===== src/rtl/ps2_keys_pkg.sv =====
// Shared scan codes, decoder states, held-key indices and action bit indices
// for the PS/2 action mapper.
package ps2_keys_pkg;

  localparam logic [7:0] SC_E0    = 8'hE0;
  localparam logic [7:0] SC_F0    = 8'hF0;
  localparam logic [7:0] SC_W     = 8'h1D;
  localparam logic [7:0] SC_A     = 8'h1C;
  localparam logic [7:0] SC_S     = 8'h1B;
  localparam logic [7:0] SC_D     = 8'h23;
  localparam logic [7:0] SC_SPACE = 8'h29;
  localparam logic [7:0] SC_ENTER = 8'h5A;
  localparam logic [7:0] SC_UP    = 8'h75;
  localparam logic [7:0] SC_DOWN  = 8'h72;
  localparam logic [7:0] SC_LEFT  = 8'h6B;
  localparam logic [7:0] SC_RIGHT = 8'h74;

  typedef enum logic [1:0] {
    ST_IDLE    = 2'd0,
    ST_EXT     = 2'd1,
    ST_BRK     = 2'd2,
    ST_EXT_BRK = 2'd3
  } dec_state_e;

  localparam int NUM_KEYS  = 10;
  localparam int KEY_W     = 0;
  localparam int KEY_A     = 1;
  localparam int KEY_S     = 2;
  localparam int KEY_D     = 3;
  localparam int KEY_SPACE = 4;
  localparam int KEY_ENTER = 5;
  localparam int KEY_UP    = 6;
  localparam int KEY_DOWN  = 7;
  localparam int KEY_LEFT  = 8;
  localparam int KEY_RIGHT = 9;

  localparam int ACT_LEFT  = 0;
  localparam int ACT_RIGHT = 1;
  localparam int ACT_BACK  = 2;
  localparam int ACT_FWD   = 3;
  localparam int ACT_SHOOT = 4;
  localparam int ACT_W     = 5;

  // One-hot held-register mask for a plain code; zero when the code is unknown.
  function automatic logic [NUM_KEYS-1:0] plain_mask(input logic [7:0] code);
    logic [NUM_KEYS-1:0] m;
    m = '0;
    case (code)
      SC_W:     m[KEY_W]     = 1'b1;
      SC_A:     m[KEY_A]     = 1'b1;
      SC_S:     m[KEY_S]     = 1'b1;
      SC_D:     m[KEY_D]     = 1'b1;
      SC_SPACE: m[KEY_SPACE] = 1'b1;
      SC_ENTER: m[KEY_ENTER] = 1'b1;
      default:  m = '0;
    endcase
    return m;
  endfunction

  function automatic logic [NUM_KEYS-1:0] ext_mask(input logic [7:0] code);
    logic [NUM_KEYS-1:0] m;
    m = '0;
    case (code)
      SC_UP:    m[KEY_UP]    = 1'b1;
      SC_DOWN:  m[KEY_DOWN]  = 1'b1;
      SC_LEFT:  m[KEY_LEFT]  = 1'b1;
      SC_RIGHT: m[KEY_RIGHT] = 1'b1;
      default:  m = '0;
    endcase
    return m;
  endfunction

endpackage


===== src/rtl/fire_pacer.sv =====
// Rate-limits one player's shoot key into single-cycle pulses.
// Build option: PS2_MAPPER_AUTOFIRE_EN repeats pulses while the key stays held.
module fire_pacer #(
  parameter int FIRE_COOLDOWN = 25_000_000
) (
  input  logic clk,
  input  logic reset,
  input  logic key_held,
  output logic shoot
);

  localparam int CW = (FIRE_COOLDOWN > 2) ? $clog2(FIRE_COOLDOWN) : 1;

`ifdef PS2_MAPPER_AUTOFIRE_EN
  localparam logic AUTOFIRE = 1'b1;
`else
  localparam logic AUTOFIRE = 1'b0;
`endif

  logic [CW-1:0] cnt_q, cnt_d;
  logic          armed_q, armed_d;
  logic          shoot_q;
  logic          fire;

  // Reloading with COOLDOWN-1 puts the next eligible pulse exactly COOLDOWN edges later.
  always_comb begin
    fire    = key_held && (cnt_q == '0) && (armed_q || AUTOFIRE);
    cnt_d   = cnt_q;
    armed_d = armed_q;
    if (fire) begin
      cnt_d   = CW'(FIRE_COOLDOWN - 1);
      armed_d = 1'b0;
    end else begin
      if (cnt_q != '0) cnt_d = cnt_q - 1'b1;
      if (!key_held)   armed_d = 1'b1;
    end
  end

  always_ff @(posedge clk or posedge reset) begin
    if (reset) begin
      cnt_q   <= '0;
      armed_q <= 1'b1;
      shoot_q <= 1'b0;
    end else begin
      cnt_q   <= cnt_d;
      armed_q <= armed_d;
      shoot_q <= fire;
    end
  end

  assign shoot = shoot_q;

endmodule


===== src/rtl/ps2_action_mapper.sv =====
// PS/2 set-2 scan-code decoder producing registered per-player ship actions.
// Build option: PS2_MAPPER_AUTOFIRE_EN (consumed by fire_pacer).
module ps2_action_mapper
  import ps2_keys_pkg::*;
#(
  parameter int NUM_PLAYERS   = 1,
  parameter int FIRE_COOLDOWN = 25_000_000
) (
  input  logic                     clk,
  input  logic                     reset,
  input  logic [7:0]               byte_in,
  input  logic                     byte_valid,
  input  logic                     controller_type,
  output logic [5*NUM_PLAYERS-1:0] actions
);

  dec_state_e          state_q, state_d;
  logic [NUM_KEYS-1:0] held_q, held_d;
  logic [NUM_KEYS-1:0] pmask, emask;

  // E0 restarts an extended sequence from any state; everything else ends in IDLE.
  always_comb begin
    state_d = state_q;
    held_d  = held_q;
    pmask   = plain_mask(byte_in);
    emask   = ext_mask(byte_in);
    if (byte_valid) begin
      state_d = ST_IDLE;
      if (byte_in == SC_E0) begin
        state_d = ST_EXT;
      end else begin
        case (state_q)
          ST_IDLE: begin
            if (byte_in == SC_F0) state_d = ST_BRK;
            else                  held_d  = held_q | pmask;
          end
          ST_EXT: begin
            if (byte_in == SC_F0) state_d = ST_EXT_BRK;
            else                  held_d  = held_q | emask;
          end
          ST_BRK:     held_d = held_q & ~pmask;
          ST_EXT_BRK: held_d = held_q & ~emask;
          default:    state_d = ST_IDLE;
        endcase
      end
    end
  end

  always_ff @(posedge clk or posedge reset) begin
    if (reset) begin
      state_q <= ST_IDLE;
      held_q  <= '0;
    end else begin
      state_q <= state_d;
      held_q  <= held_d;
    end
  end

  for (genvar p = 0; p < NUM_PLAYERS; p++) begin : g_player
    logic       use_wasd;
    logic       kf, kb, kr, kl, ks;
    logic       shoot;
    logic [3:0] mov_q, mov_d;

    // Single-player picks the movement cluster live; two-player splits them.
    assign use_wasd = (NUM_PLAYERS == 1) ? controller_type : (p == 0);
    assign kf = use_wasd ? held_q[KEY_W] : held_q[KEY_UP];
    assign kb = use_wasd ? held_q[KEY_S] : held_q[KEY_DOWN];
    assign kr = use_wasd ? held_q[KEY_D] : held_q[KEY_RIGHT];
    assign kl = use_wasd ? held_q[KEY_A] : held_q[KEY_LEFT];
    assign ks = (p == 0) ? held_q[KEY_SPACE] : held_q[KEY_ENTER];

    always_comb begin
      mov_d = '0;
      mov_d[ACT_FWD]   = kf & ~kb;
      mov_d[ACT_BACK]  = kb & ~kf;
      mov_d[ACT_RIGHT] = kr & ~kl;
      mov_d[ACT_LEFT]  = kl & ~kr;
    end

    always_ff @(posedge clk or posedge reset) begin
      if (reset) mov_q <= '0;
      else       mov_q <= mov_d;
    end

    fire_pacer #(
      .FIRE_COOLDOWN(FIRE_COOLDOWN)
    ) u_pacer (
      .clk     (clk),
      .reset   (reset),
      .key_held(ks),
      .shoot   (shoot)
    );

    assign actions[ACT_W*p +: ACT_W] = {shoot, mov_q};
  end

endmodule

===== config.mk =====
export PLATFORM = sky130hd
export DESIGN_NAME = ps2_action_mapper
export DESIGN_NICKNAME = d
export VERILOG_FILES = /design/src/rtl/ps2_keys_pkg.sv /design/src/rtl/fire_pacer.sv /design/src/rtl/ps2_action_mapper.sv
export SDC_FILE = /design/constraint.sdc
export NUM_CORES = 1
export LEC_CHECK = 0
export BUFFER_PORTS_ARGS = -buffer_cell sky130_fd_sc_hd__buf_4
export CELL_PAD_IN_SITES_DETAIL_PLACEMENT = 0
export CELL_PAD_IN_SITES_GLOBAL_PLACEMENT = 1
export CORE_ASPECT_RATIO = 0.8
export CORE_UTILIZATION = 41
export DETAILED_ROUTE_END_ITERATION = 8
export GPL_TIMING_DRIVEN = 0
export PLACE_DENSITY = 0.78
export REMOVE_ABC_BUFFERS = 1
export SKIP_LAST_GASP = 1
export SLEW_MARGIN = 20
export SYNTH_ARGS = -nofsm -noshare
export SYNTH_HDL_FRONTEND = slang
export SYNTH_SLANG_ARGS = --single-unit
export TNS_END_PERCENT = 10

===== constraint.sdc =====
create_clock -name clk -period 2.4 [get_ports clk]
set_clock_uncertainty 0.05 [all_clocks]
set_input_delay 0.36 -clock clk [delete_from_list [all_inputs] [get_ports clk]]
set_output_delay 0.36 -clock clk [all_outputs]
set_load 0.02 [all_outputs]

-- After elaboration in Yosys (flattened, before gate mapping)
Index checks and enable logic that the tools add are counted.
- flip-flop bits (word level): 43
- output and inout port bits: 5
- logic and storage cells: 72
- add/sub/neg operators: 1
- eq/ne operators: 18
- multiplexer cells: 25
- bitwise operators: 15
- reductions and logical operators: 7
- operators by type and width (operator ; number):
    2-to-1 mux 25 bit ; 2
    equality test 8 x 7 -> 1 bit (second input constant) ; 5
    case mux 10 bit (4 select lines) ; 1
    zero test 25 bit ; 1
    nonzero test 25 bit ; 1
    subtractor 25 x 1 -> 25 bit (second input constant) ; 1
    equality test 8 x 5 -> 1 bit (second input constant) ; 3
    AND 10 bit ; 2
    2-to-1 mux 10 bit ; 2
    equality test 8 x 6 -> 1 bit (second input constant) ; 2
    equality test 8 bit (second input constant) ; 2
    2-to-1 mux 1 bit ; 16
    inverter 10 bit ; 1
    inverter 6 -> 10 bit ; 1
    OR 10 bit ; 1
    OR 10 x 6 -> 10 bit ; 1
    2-to-1 mux 2 bit ; 3
    inverter 1 bit ; 5
    AND 1 bit ; 4
    equality test 2 bit (second input constant) ; 2
    inequality test 2 bit (second input constant) ; 2
    case mux 2 bit (2 select lines) ; 1
    AND reduction 4 bit ; 1
    equality test 2 x 1 -> 1 bit (second input constant) ; 1
    other kinds (4) ; 5

-- Logic depth before layout (Yosys ltp)
Gate-level depths: netlist of the first run.
- word-level depth: 5
- gate-level depth with buffers: 8

-- Hierarchy
From an unflattened synthesis of the first run, not the netlist that was laid out.
- cells, all modules: 221
- area total of the unflattened synthesis: 2308.5 µm²
- modules (own cells, without submodules) (module ; instances ; cells an instance ; area each (µm²) ; seq. area each (µm²)):
    fire_pacer ; 1 ; 140 ; 1483.9 ; 676.9
    ps2_action_mapper ; 1 ; 81 ; 824.5 ; 375.4

-- Worst setup path before layout of the first run
No wires, ideal clock.
- path kind: reg-to-reg
- from: reg g_player[0].u_pacer.cnt_q[0]
- to: reg g_player[0].u_pacer.cnt_q[23]
- setup time: 125 ps
- data arrival time: 1900 ps
- required time: 2225 ps
- path slack: 326 ps
- cell stages (with the launch flop): 7
- path buffers: 1
- period minus slack after synthesis: 2074 ps
- cells stage by stage: dfrtp_1 -> or2_1 -> buf_2 -> or4_1 -> or3_1 -> nor3_2 -> mux2_2
- cells in the longest elaborated chain, start to end: 4
- elaborated cells on any way between the ends: 8
- classes of those cells: add/sub (1); mux (2); reduce/logical (5)
- ends and longest elaborated chain (element ; line ; source):
    start, declared ; fire_pacer.sv:20 ; logic [CW-1:0] cnt_q, cnt_d;
    start signal, assigned ; fire_pacer.sv:45 ; cnt_q <= cnt_d;
    parallel branches: the longest is 4 deep, another holds subtractor 25 x 1 -> 25 bit ; n/a ;
Parallel ways; which one is timed is not known. The select of a mux whose other input is x is not followed.
A chain may end at the register's enable or synchronous reset.

-- Worst setup path in the final report of the first run
- from: reg g_player[0].u_pacer.cnt_q[9]
- to: reg g_player[0].u_pacer.cnt_q[23]
The elaborated chain is that of the path after synthesis.

==> run_results.csv, run 1 <==
group,metric,value,unit
timing,period_share,98.81,%
clock_network,insertion_delay,0.29,ns
finish,syn_to_final_growth,16.55,%
pwr,ir_worst_vdd,0.2711,mV
global_route,grt_pass1_wl,8569,um
critical_path,timing.critical_path.arrival,2.49,ns
finish,finalNonFillerCells,340,
drt,first_pass_iters,4,
clock_network,cts_inserted_buffers,5,
finish,fin_util,49.45,%
drt,drc,0,
global_route,grt_overflow_total,0,
drt,ant_nets,0,
timing,maxSlewViolCount,0,
floorplanning,die_y,69.08,um
critical_path,reg2reg_from,"g_player[0].u_pacer.cnt_q[9]",
pwr,p_comb_share,28.5,%
floorplanning,die-area,0.005930,mm2
drt,wl,4858,um
timing,min_period,2.372,ns
yosys,async_flop_share,100.0,%
critical_path,reg2regPathDepth,5,
drt,dr.first_iter.drc_count,77,
pwr,p_int,1.637,mW
critical_path,worstSetupPathType,"register to register",
yosys,yosysSeqAreaShare,45.63,%
pwr,switching_share,36.44,%
yosys,ys.flop_type,"dfrtp_1",
timing,max_freq,0.4217,GHz
run_status,status,"completed",
timing,fin_setup_tns,0,ns
yosys,netlist_area,0.002306,mm2
timing,maxSlewHeadroom,55.78,%
yosys,ys_seq_elements,42,
job,cap_viol_max_count,0,
clock_network,hold_buffers,0,
clock_network,clock_sinks,42,
finish,layout.area.seq,0.001052,mm2
placement,place.gp.congestion,0.8038,
floorplanning,start_util,42.43,%
pwr,p_per_area,958.1,mW/mm2
timing,tightest_slew,0.6582,ns
critical_path,worst_r2r_endpoint,"g_player[0].u_pacer.cnt_q[23]",
pwr,clock_power_share,26.6,%
clock_network,cts.path.max_buffers,2,
global_route,antenna_found_initial,0,
critical_path,rrSetupSlack,0.03,ns
finish,multiInputGateArea,0.001182,mm2
critical_path,cp-end-kind,"register",
pwr,p_switching,938.4,uW
pwr,cellLeakagePower,1.109,nW
pwr,seqPwrFrac,44.9,%
finish,nFillCells,506,
timing,rsz0062_at_grt,"true",
global_route,grt_pass1_vias,1780,
finish,drive_above_1_share,17.56,%
finish,antenna-diode-count,0,
clock_network,root_buffer,"clkbuf_8",
placement,dp_cells,331,
yosys,synth_warnings,0,
yosys,syn_inst,244,
drt,via_per_inst,5.456,
global_route,grt_max_degree,26,
finish,layout.nets,275,
worst_hold_path,min_path_type,"input pin to async pin",
critical_path,cp-start-kind,"register",
timing,setup_viol_count_final,0,
drt,wl_per_cell,14.29,um
placement,place_hpwl,3587,um
critical_path,critical_path.max_fanout,11,
floorplanning,io-pin-count,17,
global_route,grt_usage,18.14,%
yosys,synth.distinct_cells,49,
yosys,syn_area_per_cell,9.451,um2
yosys,synth_edf_count,0,
timing,hold_ws,0.009795,ns
timing,hold_viol,0,
clock_network,cts-htree-levels,2,
drt,dr_total_vias,1855,
placement,portBuffers,16,
floorplanning,die-width,85.85,um
clock_network,cts_tree,"yes",
critical_path,required,2.52,ns
floorplanning,rows,24,
clock_network,clk_pin_slew,0.08,ns
floorplanning,core,0.005435,mm2
==> registers in the layout (all words and copies together), names as in the netlist <==
| name | count |
|---|---|
| g_player.mov_q | 4 |
| g_player.u_pacer.armed_q | 1 |
| g_player.u_pacer.cnt_q | 25 |
| g_player.u_pacer.shoot | 1 |
| held_q | 9 |
| state_q | 2 |
==> worst max path at each step <==
| stage | startpoint | to | slack (ns) | depth (start not counted) |
|---|---|---|---|---|
| after global routing | g_player[0].u_pacer.cnt_q[9] | g_player[0].u_pacer.cnt_q[23] | -0.18 | 5 |
| final | g_player[0].u_pacer.cnt_q[9] | g_player[0].u_pacer.cnt_q[23] | 0.03 | 5 |
| after detailed placement | g_player[0].u_pacer.cnt_q[9] | g_player[0].u_pacer.cnt_q[23] | -0.41 | 5 |
| after global placement | g_player[0].u_pacer.cnt_q[9] | g_player[0].u_pacer.cnt_q[21] | -0.47 | 5 |
| after floorplan | g_player[0].u_pacer.cnt_q[11] | g_player[0].u_pacer.cnt_q[23] | 0.15 | 5 |
| after CTS | g_player[0].u_pacer.cnt_q[20] | g_player[0].u_pacer.cnt_q[18] | -0.01 | 5 |
==> critical path, cell delays in order, from the launching register on <==
cell and delay, ns:
dfrtp_1 0.44, nor4_4 0.57, nand3_1 0.27, or3_1 0.44
nor3_2 0.13, mux2_2 0.34
==> cells in the mapped netlist (all sizes together) (2+ instances only) <==
cell type,count,area share [%]
or2,3,0.81
nand2b,4,1.1
nand2,12,2.0
buf,5,1.5
a21oi,8,1.7
nor3b,2,0.65
o31ai,9,2.9
mux2i,9,3.9
nor2b,2,0.54
xor2,2,0.76
a31oi,2,0.54
nand3b,3,0.98
or4,9,3.1
ha,2,1.1
o21ai,22,4.9
nand3,13,2.8
clkbuf,3,0.49
mux2,4,2.0
xnor2,2,0.76
nand4,8,2.2
inv,14,2.3
nor2,21,3.4
nor3,17,4.3
a2111oi,2,0.81
or3,4,1.1
nor4,10,4.3
dfrtp,41,44
==> cell families (layout without fill, tap and decap cells) <==
| logic type | after synthesis | count (layout) | synth area share (%) |
|---|---|---|---|
| buffers and inverters | 22 | 40 | 4.232 |
| flip-flops | 42 | 42 | 45.63 |
| XOR/XNOR | 4 | 4 | 1.520 |
| adder cells (fa/ha/maj) | 2 | 2 | 1.085 |
| AO/OA/AOI/OAI | 49 | 49 | 13.02 |
| multiplexers | 13 | 13 | 5.860 |
| AND/OR/NAND/NOR | 112 | 112 | 28.65 |
==> stage by stage <==
| step | power, mW | cell area (um2) | setup WS, ns |
|---|---|---|---|
| global placement | 1.849 | 2479 | -0.4657 |
| detailed placement | 1.873 | 2499 | -0.4121 |
| floorplan | 1.657 | 2261 | 0.1544 |
| finish | 2.575 | 2688 | 0.02848 |
| CTS | 2.591 | 2661 | -0.01068 |
| global route | 2.768 | 2688 | -0.1771 |
==> area by class of cell <==
| cell class | count | area share (%) |
|---|---|---|
| Tap cell | 78 | 3.631 |
| Multi-Input combinational cell | 180 | 43.99 |
| Timing Repair Buffer | 18 | 5.959 |
| Sequential cell | 42 | 39.15 |
| Inverter | 14 | 1.955 |
| Clock inverter | 2 | 2.235 |
| Clock buffer | 6 | 3.073 |
==> power groups by stage <==
stage                     registers (mW)  logic, mW  clock network [mW]
final                               1.16      0.735               0.684
after global placement              1.15      0.701                   0
after floorplan                     1.10      0.557                   0
after CTS                           1.16      0.732               0.703
after global routing                1.19      0.842               0.731
after detailed placement            1.16      0.717                   0
==> what timing repair did <==
action / CTS / global route
setup buffers: 0 / 1
endpoints found under the setup margin: 23 / 16
pin swaps: 0 / 1
resized for setup: 3 / 2
==> routing by layer <==
metal / vias to the layer above / global-route usage (%) / share of wire (%)
met1: 865 / 26.71 / 52
met5: - / 0 / 0
met3: 4 / 3.713 / 3.9
met4: 0 / 4.074 / 0.64
met2: 42 / 27.47 / 43
li1: 944 / - / -
==> cell usage in the layout (no fill, tap or decap), drive strengths merged, types with 9 or more instances in the layout <==
cell type / count
inv: 14
nand3: 13
nor4: 10
dfrtp: 41
or4: 9
buf: 18
o21ai: 22
nor2: 21
o31ai: 9
mux2i: 9
nand2: 12
nor3: 17
Power figures use the tool's default switching activity.
==> inputs of run 2 (changes only) <==
- PLACE_DENSITY: 0.78 -> 0.77
- SYNTH_HIERARCHICAL: not set -> 1
==> run_results.csv, run 2 <==
group,metric,value,unit
run_status,status,"completed",
floorplanning,rows,24,
drt,drc,0,
clock_network,insertion_delay,0.30,ns
clock_network,clk_pin_slew,0.08,ns
clock_network,root_buffer,"clkbuf_8",
finish,multiInputGateArea,0.001131,mm2
yosys,synth.distinct_cells,51,
yosys,synth_warnings,6,
critical_path,worstPathCellList,"nor4_4, nand4_4, nor2_4, nor3_1, a211oi_2",
timing,final.setup.worst_slack,0.2703,ns
yosys,ys.flop_type,"dfrtp_1",
finish,top_register,"g_player.u_pacer/cnt_q",
pwr,ir_worst_vdd,0.2587,mV
critical_path,worstSetupPathType,"register to register",
yosys,netlist_area,0.002308,mm2
critical_path,cp-start-kind,"register",
yosys,async_flop_share,100.0,%
global_route,grt_pass1_wl,7866,um
clock_network,cts_inserted_buffers,5,
floorplanning,die-area,0.005936,mm2
critical_path,cp-end-kind,"register",
timing,min_period,2.130,ns
timing,rsz0062_at_grt,"false",
floorplanning,die-width,85.89,um
worst_hold_path,min_path_type,"input pin to async pin",
clock_network,cts_tree,"yes",
critical_path,slowest_stage,"nor4_4",
timing,setup_viol_count_final,0,
yosys,synth_edf_count,0,
finish,layout_common_cells,"41 x dfrtp_1, 17 x inv_1, 16 x buf_4",
critical_path,timing.critical_path.arrival,2.29,ns
critical_path,crit_path_max_incr_delay,0.53,ns
job,cap_viol_max_count,0,
yosys,synth_top_area_cell,"dfrtp_1",
critical_path,critical_path.max_fanout,13,
yosys,yosysSeqAreaShare,45.58,%
drt,via_per_inst,5.297,
drt,wl_met2,1910,um
drt,wl_met1,2470,um
finish,stdcell_area,0.002595,mm2
pwr,cellLeakagePower,1.079,nW
timing,hold_viol,0,
finish,nFillCells,513,
floorplanning,io-pin-count,17,
yosys,synth_area_leaders,"dfrtp_1 44%, mux2i_1 4.3%, inv_1 2.9%",
drt,routed.top_layer,"met4",
finish,largest_reg_flops,25,
yosys,ys_top_cells_by_count,"41 x dfrtp_1, 18 x inv_1, 13 x nand2_1, 13 x nor3_1, 11 x nor2_1",
floorplanning,die_y,69.12,um
timing,max_freq,0.4695,GHz
finish,fin_util,47.74,%
yosys,syn_inst,221,
clock_network,cts.path.max_buffers,2,
drt,route.met3.wl,149,um
timing,hold_ws,0.07571,ns
drt,wl,4592,um
finish,antenna-diode-count,0,
finish,layout.area.seq,0.001052,mm2
timing,period_share,88.74,%
drt,dr_total_vias,1674,
global_route,grt_usage,16.94,%
yosys,synth_most_common_cell,"dfrtp_1",
yosys,syn_area_per_cell,10.45,um2
pwr,p_per_area,911.0,mW/mm2
global_route,antenna_found_initial,0,
timing,fin_setup_tns,0,ns
critical_path,required,2.57,ns
finish,reg.largest.list,"g_player.u_pacer/cnt_q: 25 flops, held_q: 9 flops, g_player.mov_q: 4 flops",
placement,portBuffers,16,
global_route,grt_pass1_vias,1580,
timing,maxSlewViolCount,0,
finish,final_common_cell,"dfrtp_1",
yosys,ys_seq_elements,42,
finish,drive_above_1_share,20.17,%
clock_network,cts-htree-levels,2,
drt,first_pass_iters,4,
floorplanning,start_util,42.47,%
drt,dr.first_iter.drc_count,82,
timing,tightest_slew,0.6579,ns
drt,ant_nets,0,
placement,place_hpwl,3269,um
yosys,synth_top_area_share,44.44,%
global_route,grt_max_degree,28,
finish,syn_to_final_growth,12.41,%
timing,maxSlewHeadroom,55.73,%
floorplanning,core,0.005435,mm2
global_route,grt_overflow_total,0,
placement,placed_area,0.002462,mm2
placement,place.gp.congestion,0.8030,
drt,wl_per_cell,14.53,um
finish,layout.nets,251,
clock_network,clock_sinks,42,
placement,pre_cts_slack,0.02914,ns
-- run 2: cell count changes after synthesis, moves of 5 or more --
cell and delta:
or4_1 -6, o21ai_0 -18, o31ai_1 -5, nand3_1 -5, nor2_1 -10
-- run 2: power by group --
| part | internal (mW) | switching (mW) | leakage [nW] |
|---|---|---|---|
| clock network | 0.311 | 0.231 | 0.0524 |
| logic | 0.306 | 0.316 | 0.535 |
| registers | 0.914 | 0.286 | 0.491 |
-- run 2: critical path, delay by kind of cell (launching register included) --
| kind | cells | cell delay, ns |
|---|---|---|
| simple gates | 4 | 1.30 |
| flops | 1 | 0.50 |
| compound gates | 1 | 0.20 |
-- run 2: worst paths after layout --
path | startpoint | to | slack, ns | depth (start not counted)
setup / recovery | g_player[0].u_pacer/cnt_q[11] | g_player[0].u_pacer/cnt_q[21] | 0.27 | 5
hold / removal | reset | g_player[0].u_pacer/cnt_q[5] | 0.08 | 2
setup reg to reg | g_player[0].u_pacer/cnt_q[11] | g_player[0].u_pacer/cnt_q[21] | 0.27 | 5
hold reg to reg | held_q[9] | g_player[0].mov_q[0] | 0.40 | 1
max in group asynchronous | reset | held_q[4] | 1.83 | 2
min in group clk | controller_type | g_player[0].mov_q[0] | 0.25 | 2
-- run 2: metal layers --
layer  global-route usage [%]  vias up
met5                        0        -
met4                    5.000        0
met3                    3.593        6
met2                    23.10       27
met1                    26.54      805
li1                         -      836
-- run 2: cell families (layout without fill, tap and decap cells) --
group,after synthesis,in the layout,synth area share [%]
compound gates,30,30,9.540
xor+xnor,10,10,3.794
fa+ha+maj,2,2,1.084
buf+inv,26,43,5.691
flops,42,42,45.58
mux,10,10,4.336
simple gates,101,101,29.97
-- run 2: layout make-up --
| type | instances | share of cell area, % |
|---|---|---|
| Sequential cell | 42 | 40.55 |
| Clock inverter | 1 | 1.157 |
| Multi-Input combinational cell | 153 | 43.59 |
| Tap cell | 78 | 3.761 |
| Clock buffer | 7 | 2.941 |
| Timing Repair Buffer | 17 | 5.400 |
| Inverter | 18 | 2.604 |
-- run 2: per-stage QoR --
stage,std cells,power [mW]
2_1_floorplan,213,1.656
3_3_place_gp,307,1.798
3_5_place_dp,307,1.823
4_1_cts,315,2.377
5_1_grt,316,2.525
6_report,316,2.364
-- run 2: what timing repair did --
item                                    in CTS  in global routing
setup buffers                                0                  1
endpoints found under the setup margin       0                 22
hold buffers                                 0                  0
gates resized for setup                      0                  1
==> inputs of run 3 (changes only) <==
- clock period: 2.4 -> 2.2 ns (I/O delays scaled with it)
==> run_results.csv, run 3 (synthesized netlist as in run 2, its figures left out) <==
group,metric,value,unit
drt,dr.first_iter.drc_count,95,
critical_path,timing.critical_path.arrival,2.32,ns
floorplanning,die_y,69.12,um
drt,drc,0,
timing,hold_viol,0,
clock_network,insertion_delay,0.29,ns
timing,min_period,2.126,ns
placement,placed_area,0.002462,mm2
global_route,use_met2,23.10,%
pwr,p_switching,911.5,uW
pwr,p_int,1.670,mW
critical_path,required,2.39,ns
finish,stdcell_area,0.002623,mm2
timing,period_share,96.62,%
drt,wl,4616,um
timing,maxSlewViolCount,0,
global_route,grt_overflow_total,0,
global_route,globalRouteMet1Util,26.62,%
drt,dr_total_vias,1696,
drt,via_per_inst,5.333,
finish,reg.largest.list,"g_player.u_pacer/cnt_q: 25 flops, held_q: 9 flops, g_player.mov_q: 4 flops",
placement,place.gp.congestion,0.8030,
floorplanning,die-width,85.89,um
clock_network,cts_tree,"yes",
floorplanning,rows,24,
clock_network,cts-htree-levels,2,
timing,maxSlewHeadroom,55.73,%
finish,antenna-diode-count,0,
clock_network,hold_buffers,0,
placement,portBuffers,16,
clock_network,cts_inserted_buffers,5,
finish,final_common_cell,"dfrtp_1",
timing,tightest_slew,0.6579,ns
global_route,grt_usage,16.97,%
finish,top_register,"g_player.u_pacer/cnt_q",
critical_path,crit_path_max_incr_delay,0.54,ns
pwr,p_per_area,984.3,mW/mm2
pwr,switching_share,35.31,%
placement,pre_cts_slack,-0.1709,ns
global_route,grt_pass1_vias,1591,
pwr,total_power,2.581,mW
finish,drive_above_1_share,20.83,%
global_route,use_met3,3.593,%
pwr,p_comb_share,26.4,%
pwr,ir_worst_vdd,0.2822,mV
clock_network,clock_sinks,42,
floorplanning,io-pin-count,17,
global_route,grt_pass1_wl,7866,um
critical_path,slowest_stage,"nor4_4",
critical_path,cp-start-kind,"register",
critical_path,crit_family,"simple AND/OR/NAND/NOR gates",
critical_path,worst-path-buf-inv,0,
job,cap_viol_max_count,0,
critical_path,cp-end-kind,"register",
global_route,grt_max_degree,28,
pwr,cellLeakagePower,1.092,nW
worst_hold_path,min_path_type,"input pin to async pin",
timing,max_freq,0.4705,GHz
floorplanning,core,0.005435,mm2
finish,layout_common_cells,"41 x dfrtp_1, 17 x inv_1, 17 x buf_4",
clock_network,root_buffer,"clkbuf_8",
drt,first_pass_iters,4,
drt,wl_per_cell,14.52,um
run_status,status,"completed",
global_route,antenna_found_initial,0,
global_route,grt.busiest_layer,"met1",
timing,final.setup.worst_slack,0.07443,ns
pwr,seqPwrFrac,50.8,%
finish,layout.nets,253,
clock_network,cts.path.max_buffers,2,
finish,largest_reg_flops,25,
timing,setup_viol_count_final,0,
floorplanning,die-area,0.005936,mm2
floorplanning,start_util,42.47,%
critical_path,worstPathCellList,"nor4_4, nand4_4, or2_4, a31oi_1, o21a_1",
clock_network,clk_pin_slew,0.08,ns
placement,place_hpwl,3269,um
critical_path,worstSetupPathType,"register to register",
finish,syn_to_final_growth,13.60,%
pwr,clock_power_share,22.9,%
critical_path,critical_path.max_fanout,13,
drt,ant_nets,0,
timing,rsz0062_at_grt,"true",
-- run 3: cell type report --
type                            instances  area, um2
Fill cell                             511       2813
Multi-Input combinational cell        153       1131
Sequential cell                        42       1052
Timing Repair Buffer                   19      167.7
Tap cell                               78      97.59
Clock buffer                            7      76.32
Inverter                               18      67.56
Clock inverter                          1      30.03
-- run 3: layer usage --
| metal | vias to the layer above | part of all wire (%) |
|---|---|---|
| met5 | - | 0 |
| met4 | 0 | 1.3 |
| met3 | 6 | 3.6 |
| met2 | 29 | 42 |
| met1 | 821 | 53 |
| li1 | 840 | - |
-- run 3: worst paths after layout --
kind,startpoint,endpoint,slack [ns],cells past startpoint
max in group asynchronous,reset,held_q[9],1.67,2
hold reg to reg,held_q[9],g_player[0].mov_q[0],0.40,1
setup reg to reg,g_player[0].u_pacer/cnt_q[11],g_player[0].u_pacer/cnt_q[5],0.07,5
min in group clk,controller_type,g_player[0].mov_q[0],0.22,2
hold / removal,reset,g_player[0].u_pacer/cnt_q[5],0.05,2
setup / recovery,g_player[0].u_pacer/cnt_q[11],g_player[0].u_pacer/cnt_q[5],0.07,5
-- run 3: repair_timing --
item	4_1_cts	5_1_grt
gates resized for setup	1	0
setup buffers	2	1
pin swaps	1	1
setup endpoints to repair	19	12
-- run 3: power groups by stage --
| stage | Sequential [mW] | Clock, mW | Combinational, mW |
|---|---|---|---|
| after floorplan | 1.25 | 0 | 0.556 |
| after global placement | 1.30 | 0 | 0.659 |
| after detailed placement | 1.32 | 0 | 0.673 |
| after CTS | 1.31 | 0.612 | 0.682 |
| after global routing | 1.35 | 0.641 | 0.768 |
| final | 1.31 | 0.590 | 0.680 |
-- run 3: per-stage QoR --
step / TNS [ns] / hold WS, ns / util [%] / instances
5_1_grt: -0.06114 / 0.09161 / 48.25 / 318
2_1_floorplan: 0 / 0.1815 / - / 213
3_5_place_dp: -1.452 / 0.3860 / 45.30 / 307
4_1_cts: 0 / 0.06485 / 47.88 / 317
6_report: 0 / 0.05002 / 48.25 / 318
3_3_place_gp: -1.055 / 0.3863 / 45.30 / 307
